--- config.mk ---
export PLATFORM = sky130hd
export DESIGN_NAME = cpu_controller_mc
export DESIGN_NICKNAME = d
export VERILOG_FILES = /design/src/rtl/cpu_controller_mc_pkg.sv /design/src/rtl/cpu_controller_mc_mem_wait_timer.sv /design/src/rtl/cpu_controller_mc.sv
export SDC_FILE = /design/constraint.sdc
export NUM_CORES = 1
export LEC_CHECK = 0
export CAP_MARGIN = 30
export CORE_MARGIN = 1.5
export CORE_UTILIZATION = 35
export CTS_BUF_LIST = sky130_fd_sc_hd__clkbuf_8
export DETAILED_ROUTE_END_ITERATION = 8
export GPL_TIMING_DRIVEN = 0
export PLACE_DENSITY = 0.74
export SLEW_MARGIN = 20
export SYNTH_ARGS = -nofsm -noshare
export SYNTH_HDL_FRONTEND = slang
export SYNTH_HIERARCHICAL = 1
export SYNTH_SLANG_ARGS = --single-unit
--- constraint.sdc ---
create_clock -name clk_i -period 2.9 [get_ports clk_i]
set_clock_uncertainty 0.2 [all_clocks]
set_input_delay 0.58 -clock clk_i [delete_from_list [all_inputs] [get_ports clk_i]]
set_output_delay 0.58 -clock clk_i [all_outputs]
set_load 0.02 [all_outputs]
--- src/rtl/cpu_controller_mc_pkg.sv ---
// Shared state encodings, select codes and opcode decode masks for the multicycle controller.
package cpu_controller_mc_pkg;

  typedef enum logic [4:0] {
    S_FETCH  = 5'd0,
    S_DECODE = 5'd1,
    S_RIMM   = 5'd2,
    S_RABS1  = 5'd3,
    S_RABS2  = 5'd4,
    S_RADDR  = 5'd5,
    S_EXEC_A = 5'd6,
    S_EXEC_I = 5'd7,
    S_EXEC_J = 5'd8,
    S_WBACK  = 5'd9,
    S_HALT   = 5'd10,
    S_FAULT  = 5'd11
  } state_e;

  localparam logic [1:0] MA_PC  = 2'd0;
  localparam logic [1:0] MA_A   = 2'd1;
  localparam logic [1:0] MA_ALU = 2'd2;

  localparam logic [2:0] SA_PC  = 3'd4;
  localparam logic [2:0] SA_MEM = 3'd5;

  localparam logic [2:0] SB_OP   = 3'd4;
  localparam logic [2:0] SB_ADDR = 3'd5;
  localparam logic [2:0] SB_ONE  = 3'd6;
  localparam logic [2:0] SB_ZERO = 3'd7;

  localparam logic [1:0] DEST_MEM = 2'b11;

  localparam logic [15:0] A_MASK = 16'hF000;
  localparam logic [15:0] A_VAL  = 16'h0000;
  localparam logic [15:0] I_MASK = 16'hC000;
  localparam logic [15:0] I_VAL  = 16'h4000;
  localparam logic [15:0] J_MASK = 16'h8000;
  localparam logic [15:0] J_VAL  = 16'h8000;

  localparam logic [3:0] FUNC_ADD  = 4'b0000;
  localparam logic [3:0] FUNC_JUMP = 4'b0110;

  // Register write enable for A/B/C; the memory destination writes no register.
  function automatic logic [2:0] dest_onehot(input logic [1:0] d);
    return (d == DEST_MEM) ? 3'b000 : 3'(3'b001 << d);
  endfunction

endpackage

--- src/rtl/cpu_controller_mc_mem_wait_timer.sv ---
// Wait-state counter for one memory access; only built with CPU_CTRL_TIMEOUT_EN.
`ifdef CPU_CTRL_TIMEOUT_EN
module mem_wait_timer #(
  parameter int LIMIT = 15
) (
  input  logic clk_i,
  input  logic rst_i,
  input  logic clr_i,
  input  logic cnt_en_i,
  output logic expired_o
);

  logic [7:0] cnt_q, cnt_d;

  always_comb begin
    cnt_d = cnt_q;
    if (clr_i)         cnt_d = 8'd0;
    else if (cnt_en_i) cnt_d = cnt_q + 8'd1;
  end

  always_ff @(posedge clk_i) begin
    if (!rst_i) cnt_q <= 8'd0;
    else        cnt_q <= cnt_d;
  end

  // Fires on the waited cycle that brings the count up to LIMIT.
  assign expired_o = cnt_en_i && (cnt_q == 8'(LIMIT - 1));

endmodule
`endif

--- src/rtl/cpu_controller_mc.sv ---
// Multicycle RCPU control FSM with request/ready memory handshake.
// Optional memory-timeout fault enabled by defining CPU_CTRL_TIMEOUT_EN.
module cpu_controller_mc
  import cpu_controller_mc_pkg::*;
#(
  parameter int MEM_TIMEOUT = 15,
  parameter int ALU_FUNC_W  = 4
) (
  input  logic                  clk_i,
  input  logic                  rst_i,
  input  logic [15:0]           opcode_i,
  input  logic                  memReady_i,
  input  logic                  run_i,
  output logic                  memReq_o,
  output logic                  memWe_o,
  output logic [1:0]            memAddr_o,
  output logic                  enPC_o,
  output logic                  saveOpcode_o,
  output logic                  saveMem_o,
  output logic [ALU_FUNC_W-1:0] aluFunc_o,
  output logic [2:0]            aluA_o,
  output logic [2:0]            aluB_o,
  output logic [2:0]            enReg_o,
  output logic                  halted_o,
  output logic                  fault_o
);

  state_e     state_q, state_d;
  logic [2:0] s1;
  logic       is_a, is_i, is_j;
  logic [2:0] src_a;
  state_e     exec_st;
  logic [3:0] func;
  logic       mem_st;
  logic       expired;
  logic       unused_op;

  assign s1      = opcode_i[11:9];
  assign is_a    = (opcode_i & A_MASK) == A_VAL;
  assign is_i    = (opcode_i & I_MASK) == I_VAL;
  assign is_j    = (opcode_i & J_MASK) == J_VAL;
  assign src_a   = s1[2] ? SA_MEM : {1'b0, s1[1:0]};
  assign exec_st = is_a ? S_EXEC_A : S_EXEC_I;
  assign unused_op = opcode_i[2];

  assign mem_st = (state_q == S_FETCH) || (state_q == S_RIMM)  || (state_q == S_RABS1) ||
                  (state_q == S_RABS2) || (state_q == S_RADDR) || (state_q == S_WBACK);

`ifdef CPU_CTRL_TIMEOUT_EN
  // Clearing on every state change restarts the count on entry to each access.
  mem_wait_timer #(.LIMIT(MEM_TIMEOUT)) u_timer (
    .clk_i     (clk_i),
    .rst_i     (rst_i),
    .clr_i     (state_d != state_q),
    .cnt_en_i  (mem_st && !memReady_i),
    .expired_o (expired)
  );
  assign fault_o = (state_q == S_FAULT);
`else
  logic unused_cfg;
  assign unused_cfg = mem_st | (|8'(MEM_TIMEOUT));
  assign expired    = 1'b0;
  assign fault_o    = 1'b0;
`endif

  always_ff @(posedge clk_i) begin
    if (!rst_i) state_q <= S_FETCH;
    else        state_q <= state_d;
  end

  always_comb begin
    state_d      = state_q;
    memReq_o     = 1'b0;
    memWe_o      = 1'b0;
    memAddr_o    = MA_PC;
    enPC_o       = 1'b0;
    saveOpcode_o = 1'b0;
    saveMem_o    = 1'b0;
    func         = FUNC_ADD;
    aluA_o       = 3'd0;
    aluB_o       = 3'd0;
    enReg_o      = 3'b000;
    halted_o     = 1'b0;
    unique case (state_q)
      S_FETCH: begin
        memReq_o = 1'b1;
        aluA_o   = SA_PC;
        aluB_o   = SB_ONE;
        if (memReady_i) begin
          saveOpcode_o = 1'b1;
          enPC_o       = 1'b1;
          state_d      = S_DECODE;
        end
      end
      S_DECODE: begin
        if (is_j) state_d = S_EXEC_J;
        else if (is_a || is_i) begin
          unique case (s1)
            3'b100:  state_d = S_RIMM;
            3'b101:  state_d = S_RABS1;
            3'b110:  state_d = S_RADDR;
            3'b111:  state_d = S_HALT;
            default: state_d = exec_st;
          endcase
        end else state_d = S_HALT;
      end
      S_RIMM, S_RABS1: begin
        memReq_o = 1'b1;
        aluA_o   = SA_PC;
        aluB_o   = SB_ONE;
        if (memReady_i) begin
          saveMem_o = 1'b1;
          enPC_o    = 1'b1;
          state_d   = (state_q == S_RABS1) ? S_RABS2 : exec_st;
        end
      end
      S_RABS2: begin
        // Address word fetched in RABS1 passes through the ALU unchanged.
        memReq_o  = 1'b1;
        memAddr_o = MA_ALU;
        aluA_o    = SA_MEM;
        aluB_o    = SB_ZERO;
        if (memReady_i) begin
          saveMem_o = 1'b1;
          state_d   = exec_st;
        end
      end
      S_RADDR: begin
        memReq_o  = 1'b1;
        memAddr_o = MA_A;
        if (memReady_i) begin
          saveMem_o = 1'b1;
          state_d   = exec_st;
        end
      end
      S_EXEC_A: begin
        func   = opcode_i[8:5];
        aluA_o = src_a;
        aluB_o = {1'b0, opcode_i[4:3]};
        if (opcode_i[1:0] == DEST_MEM) begin
          saveMem_o = 1'b1;
          state_d   = S_WBACK;
        end else begin
          enReg_o = dest_onehot(opcode_i[1:0]);
          state_d = S_FETCH;
        end
      end
      S_EXEC_I: begin
        func    = {opcode_i[8], opcode_i[8], opcode_i[13:12]};
        aluA_o  = src_a;
        aluB_o  = SB_OP;
        enReg_o = dest_onehot(s1[1:0]);
        state_d = S_FETCH;
      end
      S_EXEC_J: begin
        func    = FUNC_JUMP;
        aluA_o  = SA_PC;
        aluB_o  = SB_ADDR;
        enPC_o  = 1'b1;
        state_d = S_FETCH;
      end
      S_WBACK: begin
        memReq_o  = 1'b1;
        memWe_o   = 1'b1;
        memAddr_o = MA_A;
        aluB_o    = SB_ZERO;
        if (memReady_i) state_d = S_FETCH;
      end
      S_HALT: begin
        halted_o = 1'b1;
        if (run_i) state_d = S_FETCH;
      end
      S_FAULT: state_d = S_FAULT;
      default: state_d = S_FETCH;
    endcase
    // expired only fires with memReady low, so every enable is already 0 here.
    if (expired) state_d = S_FAULT;
  end

  assign aluFunc_o = ALU_FUNC_W'(func);

endmodule

# Word-level counts from Yosys, hierarchy flattened
# Index checks and enable logic that the tools add are counted.
# op_classes
n_reduce_logical	13
mux	28
shifts	2
eq_ne	23
# op_table
op	n
one-hot mux 5 bit (8 select lines)	1
2-to-1 mux 5 bit	7
equality test 5 x 3 -> 1 bit (second input constant)	4
equality test 5 x 4 -> 1 bit (second input constant)	4
logical NOT 16 bit	1
one-hot mux 4 bit (4 select lines)	1
one-hot mux 3 bit (5 select lines)	1
equality test 3 bit (second input constant)	4
one-hot mux 4 bit (3 select lines)	1
equality test 5 x 2 -> 1 bit (second input constant)	2
OR reduction 2 bit	5
2-to-1 mux 3 bit	3
one-hot mux 3 bit (3 select lines)	1
!= test 2 bit (second input constant)	4
OR reduction 4 bit	2
2-to-1 mux 1 bit	7
one-hot mux 3 bit (2 select lines)	1
OR reduction 6 bit	1
left shift 1 x 2 -> 3 bit (first input constant)	2
equality test 5 x 1 -> 1 bit (second input constant)	1
logical NOT 5 bit	1
AND reduction 5 bit	1
equality test 2 bit (second input constant)	2
2-to-1 mux 4 bit	1
7 further kinds	8
# word_totals
word_cells	67
output_inout_bits	22
reg_bits	5

# Longest topological paths before layout
# logic_depth
depth_word	6
ltp_mapped	6
mapped_depth_nobuf	4

# Least setup slack after synthesis
# No wires, ideal clock.
# synth_timing
path_kind	reg-to-output
from	register state_q[1]
to	output enPC_o
slack_ps	230
stages_incl_launch_ff	5
t_arrival_ps	1890
path_cell_list	dfxtp_1 > buf_6 > buf_2 > buf_1 > a2111oi_0
# synth_between
elab_chain_len	3
elab_cells_between_ends	6
# synth_lines
element	line	rtl
from (decl)	cpu_controller_mc.sv:28	state_e state_q, state_d;
from (signal assigned)	cpu_controller_mc.sv:68	else state_q <= state_d;
equality test 5 x 2 -> 1 bit or logical NOT 5 bit (tied branches)	cpu_controller_mc.sv:84	unique case (state_q)
OR reduction 3 bit (no source line)	n/a	
one-hot mux 1 bit (2 select lines) *	cpu_controller_mc.sv:84	
to (decl)	cpu_controller_mc.sv:17	output logic enPC_o,
# Every way passes the cells marked *; elsewhere a longest branch is shown, timed or not.

# Final worst setup path
# layout_timing
from	input opcode_i[4]
to	output aluB_o[1]
# layout_between
elab_chain_len	1
# layout_lines
element	line	rtl
from (decl)	cpu_controller_mc.sv:11	input logic [15:0] opcode_i,
one-hot mux 3 bit (5 select lines)	cpu_controller_mc.sv:84	
to (decl)	cpu_controller_mc.sv:22	output logic [2:0] aluB_o,
# No other way between the ends.

==> results.md <==
* Critical path fanouts, max at 1
* Overflow after GRT at 0
* RR Startpoint: state_q[2]
* Status: complete, no violations
* Register bit total from synthesis at 4
* Count of synthesis-stage warnings from yosys at 6
* Top register by number of flip-flops: state_q
* Total via count in the routed design at ~1100
* Area enclosed by the die boundary at roughly 2700 um^2
* Most common library cell in the layout ignoring fill and taps: sky130_fd_sc_hd__clkdlybuf4s50_1
* Crit share post-route at 0.938
* Arrival time of the worst setup path at 1940 ps
* Most used cell, CP: sky130_fd_sc_hd__clkdlybuf4s50_1
* Maximum clock rate at about 370 MHz
* Worst Setup SP: opcode_i[4]
* Worst path required time at roughly 2100 ps
* Reg2reg end: state_q[0]
* Post-synthesis sequential area ratio at 0.0940
* Area delta synth->final at 56.1%
* Final setup violating endpoints at 0
* Path class of the lowest-slack min-delay path: reg2reg
* Avg Inst Size Synth at 7.22 um^2
* Core box area at 2250 um^2
* Diodes inserted at 0
* Post-Synthesis Cell Area at 852 um^2
* Final critical delay including setup and external delays at 2720 ps
* Path type of the worst setup path: in2out
* Share of flip-flops with an asynchronous set or reset at 0
* Leakage Power at approximately 0.56 nW
* Buffers added on ports at 39
* Worst stage delay on the critical path at roughly 620 ps
* Sort of element at the end of the critical path: primary output
* Internal reg-to-reg setup slack at approximately 1200 ps
* Number of clock buffers inserted by TritonCTS at 3
* Number of clock sinks at 4
* Post-synth EDFFs at 0
* CP max-delay cell: sky130_fd_sc_hd__clkdlybuf4s50_1
* Half-perimeter wire length of the detailed placement result at about 2.2 mm
* Global placer's final weighted congestion at between 0.8 and 0.9
* Top library cells by usage in the layout, fill and taps aside: sky130_fd_sc_hd__clkdlybuf4s50_1, sky130_fd_sc_hd__nor2_1, sky130_fd_sc_hd__a21oi_1, sky130_fd_sc_hd__nand2_1
* Initial antenna violation count at 0
* Count of boundary I/O pins at 42
* Unique masters post-synth at 50
* Largest net degree at the start of global routing at 11
* Final antenna-violating net count at 0
* Average detailed-routed wire length per instance at 15.0 um
* Areal power density over the cells at 773 nW/um^2
* Number of rows in the core area at 17
* Hold Fails Final Rpt at 0
* Y dimension of the die at between 50 and 60 um
* Fin Setup TNS at 0 ps
* Registers with the highest flip-flop counts: state_q x4
* Maxcap violations at 0
* Instance count of the mapped netlist at 118
* Clock network latency to the later pin of the worst-skew pair at 210 ps
* Residual DRC count at 0
* CTS HTree Levels at 1
* Total routing usage reported by global routing at 0.207
* Worst-case vdd ir drop at ~0.00045 V
* Total Nets Final at between 150 and 200
* Final Max Slew Viols at 0
* Starting density of the core at 0.378
* Clk buf depth at 2
* Wire length of the first global-routing pass at between 4 and 5 mm
* Vias per cell at 5.72
* Util after Layout at 0.590
* Final WL at roughly 2.8 mm
* Number of DRC markers after the initial detailed-route iteration at 33
* RSZ-0062 raised after global routing: no
* Ratio of cells with drive above 1 in the final layout at 0.181
* CTS tree: built
* Total iterations of the first detailed-routing run at 4
* Max FFs per register at 4
* Number of global-route vias before repair at just under 1000
* Number of cell instances on the worst register-to-register path at 6
* Dominant register cell in the synthesized netlist: sky130_fd_sc_hd__dfxtp_1
* Die extent in x at ~52 um
* Cells along the critical path: clkdlybuf4s50_1 -> nand2b_1 -> a21oi_1 -> o22ai_1 -> clkdlybuf4s50_1
* Critical path capture point: aluB_o[1]
* Syn nets at around 140
* Root Buffer Master: sky130_fd_sc_hd__clkbuf_8
* Sort of element at the start of the critical path: input pin
* Clock-pin slew on the worst setup and hold paths at roughly 30 ps
routing by layer:
layer  part of all wire  track usage  vias to the layer above
li1                   -            -                      528
met1               0.44        0.276                      495
met2               0.48        0.340                       52
met3              0.083       0.0314                        0
met4                  0       0.0641                        0
met5                  0            0                        -
how the worst min path moves through the flow:
| stage | endpoint | from | cells after the start |
|---|---|---|---|
| detailed placement | state_q[0] | state_q[3] | 4 |
| CTS | state_q[0] | state_q[3] | 4 |
| global placement | state_q[0] | state_q[3] | 4 |
| global route | state_q[0] | state_q[3] | 4 |
| finish | state_q[0] | state_q[3] | 4 |
| floorplan | state_q[0] | state_q[3] | 4 |
stage by stage:
stage                     total power, mW  hold WS, ps  setup WS, ps  instances  cell area (um^2)
after global placement              0.910          511          -257        185              1280
after floorplan                     0.639          458           230        118               852
final                                1.03          517           180        188              1330
after CTS                            1.03          521          5.44        188              1320
after detailed placement            0.922          524          -254        185              1280
after global routing                 1.10          564          51.2        188              1330
repair_timing:
item,4_1_cts,5_1_grt
setup endpoints to repair,7,7
setup buffers,0,0
cloned,0,0
hold buffers,0,0
gates resized for setup,10,9
synth_stat cells (2+ instances only):
cell type,n,share of area
sky130_fd_sc_hd__inv_1,5,0.022
sky130_fd_sc_hd__xnor2_1,2,0.021
sky130_fd_sc_hd__nor4_1,3,0.022
sky130_fd_sc_hd__nand3_1,3,0.018
sky130_fd_sc_hd__buf_6,3,0.040
sky130_fd_sc_hd__dfxtp_1,4,0.094
sky130_fd_sc_hd__a2111oi_0,2,0.021
sky130_fd_sc_hd__o21ai_0,5,0.029
sky130_fd_sc_hd__buf_1,2,0.0088
sky130_fd_sc_hd__a21oi_1,10,0.059
sky130_fd_sc_hd__nand2b_1,5,0.037
sky130_fd_sc_hd__nor3_1,2,0.012
sky130_fd_sc_hd__buf_2,5,0.029
sky130_fd_sc_hd__or2_2,2,0.015
sky130_fd_sc_hd__o32ai_1,3,0.031
sky130_fd_sc_hd__nor2_1,15,0.066
sky130_fd_sc_hd__o22ai_1,4,0.029
sky130_fd_sc_hd__nand2_1,8,0.035
sky130_fd_sc_hd__o31ai_1,3,0.026
sky130_fd_sc_hd__nor4b_1,2,0.021
final cells by class:
| class | instances | area (um^2) |
|---|---|---|
| clock buffer | 3 | 41.3 |
| sequential | 4 | 81.3 |
| tap | 28 | 35.0 |
| inverter | 5 | 18.8 |
| timing repair buffer | 39 | 390 |
| buffer | 11 | 76.3 |
| multi-input combinational | 98 | 687 |
| fill | 232 | 925 |
logic make-up (layout without fill, tap and decap cells):
family          after synthesis  after routing  synth area share
simple gates                 52             52             0.367
compound gates               42             42             0.394
mux                           1              1            0.0117
other cells                   1              1           0.00440
xor+xnor                      2              2            0.0206
buf+inv                      16             58             0.109
flops                         4              4            0.0940
power by group:
part	internal, mW	switching [mW]
sequential	0.0758	0.0201
combinational	0.362	0.459
clock	0.0880	0.0237
critical path, delay by kind of cell:
family	cells	cell delay, ps
buf+inv	2	1070
simple gates	1	100
compound gates	2	190
(Power assumes the default switching activity.)
